<file path="config.mk">
export PLATFORM = sky130hd
export DESIGN_NAME = demux_1ton_flit_flat
export DESIGN_NICKNAME = d
export VERILOG_FILES = /design/src/rtl/demux_1ton_flit_if.sv /design/src/rtl/demux_1ton_flit.sv /design/src/flat_wrapper.sv
export SDC_FILE = /design/constraint.sdc
export NUM_CORES = 1
export LEC_CHECK = 0
export CAP_MARGIN = 20
export CORE_MARGIN = 3
export CORE_UTILIZATION = 49
export DETAILED_ROUTE_END_ITERATION = 8
export GPL_TIMING_DRIVEN = 1
export MAX_ROUTING_LAYER = met4
export PLACE_DENSITY = 0.77
export SLEW_MARGIN = 25
export SYNTH_ARGS = -nofsm -noshare
export SYNTH_HDL_FRONTEND = slang
export SYNTH_SLANG_ARGS = --single-unit
</file>
<file path="constraint.sdc">
create_clock -name clk_i -period 3 [get_ports clk_i]
set_input_delay 0.75 -clock clk_i [delete_from_list [all_inputs] [get_ports clk_i]]
set_output_delay 0.75 -clock clk_i [all_outputs]
set_load 0.005 [all_outputs]
</file>
<file path="src/rtl/demux_1ton_flit_if.sv">
`default_nettype none
// ============================================================================
//  Module   : demux_1ton_flit_if
//  Brief    : Flit input handshake and per-port output bundle for the
//             1-to-N buffered flit demultiplexer.
//  Revision : 1.0  initial release
// ============================================================================
interface demux_1ton_flit_if #(
  parameter int DATA_W    = 16,
  parameter int NUM_PORTS = 5,
  parameter int SEL_W     = $clog2(NUM_PORTS)
);
  // Upstream side (flit source into the demux)
  logic [DATA_W-1:0]           data_i;
  logic                        valid_i;
  logic                        head_i;
  logic                        tail_i;
  logic [SEL_W-1:0]            sel_i;
  logic                        ready_o;
  // Downstream side (per-port FIFO heads toward the output arbiters)
  logic [NUM_PORTS*DATA_W-1:0] data_o;
  logic [NUM_PORTS-1:0]        valid_o;
  logic [NUM_PORTS-1:0]        ready_i;
  // Status
  logic                        locked_o;
  logic                        drop_o;
  logic [15:0]                 drop_cnt_o;

  // Environment side: drives flits and downstream ready
  modport master (
    output data_i, valid_i, head_i, tail_i, sel_i, ready_i,
    input  ready_o, data_o, valid_o, locked_o, drop_o, drop_cnt_o
  );

  // Demux side
  modport slave (
    input  data_i, valid_i, head_i, tail_i, sel_i, ready_i,
    output ready_o, data_o, valid_o, locked_o, drop_o, drop_cnt_o
  );
endinterface
`default_nettype wire

</file>
<file path="src/rtl/demux_1ton_flit.sv">
`default_nettype none
// ============================================================================
//  Module   : demux_1ton_flit
//  Brief    : Buffered 1-to-N flit demultiplexer with per-output FIFOs and a
//             wormhole route lock held from head flit to tail flit.
//             Optional macro DEMUX_DROP_CNT_EN enables the saturating
//             dropped-flit counter; otherwise drop_cnt_o is tied to zero.
//  Revision : 1.0  initial release
// ============================================================================
module demux_1ton_flit #(
  parameter  int DATA_W     = 16,
  parameter  int NUM_PORTS  = 5,
  parameter  int FIFO_DEPTH = 2,
  localparam int SEL_W      = $clog2(NUM_PORTS)
) (
  input  wire logic         clk_i,
  input  wire logic         rst_i,
  demux_1ton_flit_if.slave  bus
);

  localparam int                PTR_W      = $clog2(FIFO_DEPTH);
  localparam int                CNT_W      = PTR_W + 1;
  localparam logic [SEL_W:0]    PORT_LIMIT = (SEL_W+1)'(NUM_PORTS);
  localparam logic [CNT_W-1:0]  FULL_CNT   = CNT_W'(FIFO_DEPTH);

  typedef enum logic [0:0] {
    IDLE   = 1'b0,
    LOCKED = 1'b1
  } state_t;

  state_t               state, state_nxt;
  logic [SEL_W-1:0]     lock_sel, lock_sel_nxt;
  logic [SEL_W-1:0]     tgt;
  logic                 sel_legal;
  logic                 drop_cond;
  logic                 tgt_full;
  logic                 ready;
  logic                 accept;
  logic                 write_en;
  logic                 drop_q;
  logic [NUM_PORTS-1:0] full;
  logic [NUM_PORTS-1:0] push;
  logic [NUM_PORTS-1:0] pop;
  logic [NUM_PORTS-1:0] valid;

  // Route target, drop decision and input ready; never looks at ready_i
  always_comb begin
    tgt       = (state == LOCKED) ? lock_sel : bus.sel_i;
    sel_legal = ({1'b0, bus.sel_i} < PORT_LIMIT);
    drop_cond = (state == IDLE) &&
                ((bus.valid_i && !bus.head_i) || (bus.head_i && !sel_legal));
    tgt_full  = 1'b0;
    for (int p = 0; p < NUM_PORTS; p++) begin
      if (tgt == SEL_W'(p)) tgt_full = full[p];
    end
    ready    = drop_cond || !tgt_full;
    accept   = bus.valid_i && ready;
    write_en = accept && !drop_cond;
  end

  // Next-state: a legal multi-flit head locks the route, the tail releases it
  always_comb begin
    state_nxt    = state;
    lock_sel_nxt = lock_sel;
    if (write_en) begin
      case (state)
        IDLE: begin
          if (bus.head_i && !bus.tail_i) begin
            state_nxt    = LOCKED;
            lock_sel_nxt = bus.sel_i;
          end
        end
        LOCKED: begin
          if (bus.tail_i) state_nxt = IDLE;
        end
        default: state_nxt = IDLE;
      endcase
    end
  end

  // State and locked route register
  always_ff @(posedge clk_i) begin
    if (rst_i) begin
      state    <= IDLE;
      lock_sel <= '0;
    end else begin
      state    <= state_nxt;
      lock_sel <= lock_sel_nxt;
    end
  end

  // One-cycle pulse after an accepted flit is discarded
  always_ff @(posedge clk_i) begin
    if (rst_i) drop_q <= 1'b0;
    else       drop_q <= accept && drop_cond;
  end

`ifdef DEMUX_DROP_CNT_EN
  logic [15:0] drop_cnt;

  // Saturating count of dropped flits, cleared only by reset
  always_ff @(posedge clk_i) begin
    if (rst_i)                              drop_cnt <= '0;
    else if (drop_q && drop_cnt != 16'hFFFF) drop_cnt <= drop_cnt + 16'd1;
  end

  assign bus.drop_cnt_o = drop_cnt;
`else
  assign bus.drop_cnt_o = 16'h0000;
`endif

  // Per-output FIFO; ports are independent so a stalled port only blocks input
  // while it is the current target
  for (genvar p = 0; p < NUM_PORTS; p++) begin : g_fifo
    logic [DATA_W-1:0] mem [FIFO_DEPTH];
    logic [PTR_W-1:0]  wr_ptr;
    logic [PTR_W-1:0]  rd_ptr;
    logic [CNT_W-1:0]  count;

    assign full[p]  = (count == FULL_CNT);
    assign valid[p] = (count != '0);
    assign push[p]  = write_en && (tgt == SEL_W'(p));
    assign pop[p]   = valid[p] && bus.ready_i[p];

    // Storage, pointers and occupancy; memory is cleared so data_o reads 0 after reset
    always_ff @(posedge clk_i) begin
      if (rst_i) begin
        wr_ptr <= '0;
        rd_ptr <= '0;
        count  <= '0;
        for (int i = 0; i < FIFO_DEPTH; i++) mem[i] <= '0;
      end else begin
        if (push[p]) begin
          mem[wr_ptr] <= bus.data_i;
          wr_ptr      <= wr_ptr + PTR_W'(1);
        end
        if (pop[p]) rd_ptr <= rd_ptr + PTR_W'(1);
        case ({push[p], pop[p]})
          2'b10:   count <= count + CNT_W'(1);
          2'b01:   count <= count - CNT_W'(1);
          default: count <= count;
        endcase
      end
    end

    assign bus.data_o[p*DATA_W +: DATA_W] = mem[rd_ptr];
  end

  assign bus.valid_o  = valid;
  assign bus.ready_o  = ready;
  assign bus.locked_o = (state == LOCKED);
  assign bus.drop_o   = drop_q;

endmodule
`default_nettype wire

</file>
<file path="src/flat_wrapper.sv">
// flat-port wrapper written by rule: the top's interface ports become plain ports
module demux_1ton_flit_flat 
#(
  parameter  int DATA_W     = 16,
  parameter  int NUM_PORTS  = 5,
  parameter  int FIFO_DEPTH = 2,
  localparam int SEL_W      = $clog2(NUM_PORTS)
)
  (clk_i, rst_i, bus_data_i, bus_valid_i, bus_head_i, bus_tail_i, bus_sel_i, bus_ready_i, bus_ready_o, bus_data_o, bus_valid_o, bus_locked_o, bus_drop_o, bus_drop_cnt_o);
  demux_1ton_flit_if #(.DATA_W(DATA_W), .NUM_PORTS(NUM_PORTS)) bus_i ();
  input  wire logic clk_i;
  input  wire logic rst_i;
  input wire logic [$bits(bus_i.data_i)-1:0] bus_data_i;
  input wire logic [$bits(bus_i.valid_i)-1:0] bus_valid_i;
  input wire logic [$bits(bus_i.head_i)-1:0] bus_head_i;
  input wire logic [$bits(bus_i.tail_i)-1:0] bus_tail_i;
  input wire logic [$bits(bus_i.sel_i)-1:0] bus_sel_i;
  input wire logic [$bits(bus_i.ready_i)-1:0] bus_ready_i;
  output wire logic [$bits(bus_i.ready_o)-1:0] bus_ready_o;
  output wire logic [$bits(bus_i.data_o)-1:0] bus_data_o;
  output wire logic [$bits(bus_i.valid_o)-1:0] bus_valid_o;
  output wire logic [$bits(bus_i.locked_o)-1:0] bus_locked_o;
  output wire logic [$bits(bus_i.drop_o)-1:0] bus_drop_o;
  output wire logic [$bits(bus_i.drop_cnt_o)-1:0] bus_drop_cnt_o;
  assign bus_i.data_i = bus_data_i;
  assign bus_i.valid_i = bus_valid_i;
  assign bus_i.head_i = bus_head_i;
  assign bus_i.tail_i = bus_tail_i;
  assign bus_i.sel_i = bus_sel_i;
  assign bus_i.ready_i = bus_ready_i;
  assign bus_ready_o = bus_i.ready_o;
  assign bus_data_o = bus_i.data_o;
  assign bus_valid_o = bus_i.valid_o;
  assign bus_locked_o = bus_i.locked_o;
  assign bus_drop_o = bus_i.drop_o;
  assign bus_drop_cnt_o = bus_i.drop_cnt_o;
  demux_1ton_flit #(.DATA_W(DATA_W), .NUM_PORTS(NUM_PORTS), .FIFO_DEPTH(FIFO_DEPTH)) u_core (.clk_i(clk_i), .rst_i(rst_i), .bus(bus_i));
endmodule
</file>
* Word-level counts from Yosys, hierarchy flattened
Memories as Yosys holds them, arrays and structs flattened. A register that Yosys moved wholly into a read port is not among the register bits.
Index checks and enable logic that the tools add are counted.
** Operators by class
- $add $sub $neg :: 20
- $mul :: 0
- Divide/modulo/power cells :: 0
- Order comparisons :: 1
- Equality and inequality tests :: 19
- Shift operators :: 0
- Muxes and demuxes :: 56
- Bitwise operators :: 1
- Reductions and logical operators :: 41
** Operators with widths (count)
- 16-bit two-way mux :: 5
- 16-bit OR reduction :: 5
- 1-bit two-way mux :: 44
- 2-bit equality test, second input constant :: 10
- 2-bit case mux with 2 select lines :: 5
- 2-bit nonzero test :: 10
- 1-bit logical AND :: 17
- 1-bit adder, second input constant :: 10
- 2-bit by 1-bit adder with 2-bit output, second input constant :: 5
- 2-bit by 1-bit equality test with 1-bit output, second input constant :: 5
- 2-bit by 1-bit subtractor with 2-bit output, second input constant :: 5
- 3-bit by 2-bit equality test with 1-bit output, second input constant :: 2
- 1-bit zero test :: 5
- 3-bit by 1-bit equality test with 1-bit output, second input constant :: 1
- 3-bit equality test, second input constant :: 1
- 3-bit zero test :: 1
- 3-bit less-than comparator, second input constant :: 1
- 3-bit two-way mux :: 1
- 3-bit AND reduction :: 1
- 1-bit logical OR :: 2
- 1-bit case mux with 2 select lines :: 1
- 1-bit NOT :: 1
** Word-level totals
- Register bits :: 25
- Bits in latches :: 0
- Bits in writable memories :: 160
- Bits in read-only memories :: 0
- Output and inout port bits :: 104
- Logic and storage cells :: 161
- Memories kept :: 5
** Memories
- u_core.g_fifo[0].mem :: words 2, bits a word 16, read ports 1, clocked after memory_dff 1, write ports 2, line demux_1ton_flit.sv:115 : logic [DATA_W-1:0] mem [FIFO_DEPTH];
- u_core.g_fifo[1].mem :: words 2, bits a word 16, read ports 1, clocked after memory_dff 1, write ports 2, line demux_1ton_flit.sv:115
- u_core.g_fifo[2].mem :: words 2, bits a word 16, read ports 1, clocked after memory_dff 1, write ports 2, line demux_1ton_flit.sv:115
- u_core.g_fifo[3].mem :: words 2, bits a word 16, read ports 1, clocked after memory_dff 1, write ports 2, line demux_1ton_flit.sv:115
- u_core.g_fifo[4].mem :: words 2, bits a word 16, read ports 1, clocked after memory_dff 1, write ports 2, line demux_1ton_flit.sv:115

* Longest topological paths before layout
- Depth after elaboration :: 17
- Mapped depth :: 11
- Depth with buffers taken out :: 11

* Least setup slack after synthesis
No wires, ideal clock.
- Path type :: input to register
- Start :: input port bus_sel_i[0]
- End :: memory u_core.g_fifo[1].mem[0][0] (enable)
- Setup time :: 0.392 ns
- Arrival :: 2.583 ns
- Data required time :: 2.608 ns
- Path slack :: 0.025 ns
- Stages :: 8
- Buffers on the path :: 0
- Path through :: mux2_4 > mux2i_2 > o221ai_2 > nor2_4 > inv_4 > and2_4 > inv_4 > o21bai_1
** RTL lines
- from (decl) :: line flat_wrapper.sv:17 : input wire logic [$bits(bus_i.sel_i)-1:0] bus_sel_i;
- to (decl) :: line demux_1ton_flit.sv:115

==> impl_metrics.ini <==
[pwr]
seqPwrFrac = 0.506
intPower_w = 0.00471
power_switching_w = 0.00118
combPwrFrac = 0.092
power_w = 0.00589
power_density_mw_per_mm2 = 537
switching_share = 0.201
p_leak_nw = 4.07
pwr-share-clk = 0.402
vdd_ir_drop_max_v = 0.000403

[final_layout]
final_cell_mix = 160 x edfxtp_1, 110 x clkdlybuf4s50_1, 94 x and2_1
num_antenna_cells = 0
design_area_mm2 = 0.0110
drive_gt1_frac = 0.250
syn_to_final_growth_pct = 28.9
nNetsFinal = 826
layout_commonest_cell = edfxtp_1

[synth]
postSynthAreaPerCell_um2 = 13.5
synth_cells = 632
seq_area_frac_synth = 0.635
synthesis.area_mm2 = 0.00852
synth_warnings = 0
ys_ff_latch = 190
synth_cell_type_count = 51

[placement]
dpl.hpwl_um = 12600
port_buffers = 116
place_congestion = 0.912
place_area_mm2 = 0.0103
place_ws_ns = -0.322

[timing]
drv_slew = 0
post-route-period-util = 0.967
max_freq_ghz = 0.345
holdWs_ns = 0.471
slew-limit-headroom = 0.469
skew_ns = 0.00862
rsz0062_at_grt = no
worst_pin_slew_ns = 0.796
finalHoldViolCount = 0
layout_setup_ws_ns = 0.0989
min_period_ns = 2.90
setup_viol = 0

[cts]
clk_pin_slew_ns = 0.06
numCtsBuffers = 17
ctsHoldBuffers = 0
clk_root_buffer_cell = clkbuf_16
clkLatencyLatePin_ns = 0.42
ctsLongestPathBuffers = 2
h-tree-depth = 4
cts_tree = done
clock_sinks = 190

[detailed_routing]
antenna_left = 0
wl_um = 17900
drt_pass1_iterations = 5
drtIter0Drc = 328
vias_per_cell = 5.14
routedWlPerCell_um = 17.5
vias = 5265
drc = 0

[run]
max_cap_violations = 0

[setup_path]
r2r_end = u_core.g_fifo[0].count[1]
setup.worst_path.class = reg -> out
crit_fanout = 16
end_kind = output pin
reg2reg_from = u_core.bus.locked_o
reg2regPathDepth = 11
required_ns = 2.25
rrSetupSlack_ns = 0.51
worstPathArrival_ns = 2.15
startpoint_type = register

[floorplanning]
rows = 47
dieArea_mm2 = 0.0190
die_h_um = 138
core_mm2 = 0.0168
fp.dieW_um = 138
io_pins = 133
start_util = 0.506

[run_status]
outcome = finished clean

[hold_path]
hold_depth = 2
worstHoldStart = u_core.g_fifo[2].wr_ptr
hp-class = reg -> reg
whs_endpoint = u_core.g_fifo[2].wr_ptr

[global_route]
antenna_found_initial = 0
grt_pass1_vias = 5422
grt_pass1_wl_um = 28100
grt_max_degree = 36
overflow = 0
grtUsageTotal = 0.201
==> layout make-up <==
type | instances | area [µm²]
repair buffers | 171 | 1690
clock buffers | 18 | 429
flip-flops and latches | 190 | 5410
clock inverters | 13 | 195
well taps | 220 | 275
inverters | 4 | 20.0
multi-input cells | 408 | 2970
fillers | 1229 | 5840
==> power groups by stage <==
stage	logic [W]	registers, W	clock network, W
floorplan	0.000246	0.00302	0
detailed placement	0.000537	0.00304	0
CTS	0.000546	0.00298	0.00240
finish	0.000545	0.00298	0.00237
global route	0.000589	0.00299	0.00251
global placement	0.000522	0.00303	0
==> per-layer routing <==
layer,vias to the layer above,GRT usage,part of all wire
met5,-,-,0
met4,0,0.0703,0.015
met3,21,0.0305,0.042
met2,138,0.359,0.55
met1,2599,0.230,0.39
li1,2507,-,-
==> worst max-delay path, cell delays in order, from the launching register on <==
cell             delay (ns)
dfxtp_1                0.84
mux2_2                 0.42
clkdlybuf4s50_1        0.47
==> what timing repair did <==
item,4_1_cts,5_1_grt
pin swaps,4,3
hold endpoints to repair,0,0
buffers inserted,1,3
resized for setup,16,6
setup endpoints to repair,1,1
==> flip-flops by register name (all words and copies together), names as in the netlist, named ones only <==
register / flops
u_core.bus.drop_o: 1
u_core.g_fifo.wr_ptr: 5
u_core.bus.locked_o: 1
u_core.lock_sel: 3
u_core.g_fifo.rd_ptr: 5
u_core.g_fifo.mem: 160
u_core.g_fifo.count: 10
==> per-stage QoR <==
| stage | cells | TNS (ns) | utilization |
|---|---|---|---|
| floorplan | 647 | 0 | - |
| global placement | 989 | -7.62 | 0.610 |
| CTS | 1021 | 0 | 0.650 |
| finish | 1024 | 0 | 0.653 |
| detailed placement | 989 | -14.90 | 0.610 |
| global route | 1024 | 0 | 0.653 |
==> logic make-up after synthesis <==
group | synth area share
mux | 0.115
other cells | 0.000440
simple gates | 0.167
flops | 0.635
buf+inv | 0.0326
xor+xnor | 0.0165
compound gates | 0.0267
fa+ha+maj | 0.00734
==> synth_stat cells, drive strengths merged <==
cell      n  area, µm²
a32oi     1       8.76
nor2     91        357
xnor2    10       87.6
a31oi     2       12.5
nor4      1       21.3
or2       8       50.1
a21o      3       22.5
mux2     81        916
inv       4       20.0
or3       6       42.5
o221a     1       11.3
clkbuf   19       73.8
nand2     2       7.51
and2    102        649
ha        5       62.6
nor3      5       52.6
dfxtp    30        601
edfxtp  160       4800
a311oi    1       8.76
o211a     1       10.0
mux2i     6       63.8
a211o     1       8.76
buf      26        184
o21ai     6       30.0
o21bai    5       37.5
nand2b   26        163
nor4b     2       17.5
o221ai    2       30.0
nor3b     2       20.0
conb      1       3.75
nand3     2       10.0
nor2b     3       18.8
a21oi     8       40.0
xor2      6       52.6
o211ai    1       7.51
nand4     2       12.5
==> how the worst max path moves through the flow <==
| stage | startpoint | depth (start not counted) | end | slack, ns |
|---|---|---|---|---|
| 3_5_place_dp | bus_sel_i[0] | 7 | bus_ready_o | -0.32 |
| 5_1_grt | register | 2 | bus_data_o[37] | 0.04 |
| 3_3_place_gp | bus_sel_i[0] | 7 | bus_ready_o | -0.29 |
| 4_1_cts | u_core.bus.locked_o | 6 | bus_ready_o | 0.005 |
| 2_1_floorplan | bus_sel_i[0] | 8 | u_core.g_fifo[1].mem[0][0] | 0.02 |
| 6_report | register | 2 | bus_data_o[43] | 0.1 |
(Power assumes the default switching activity.)
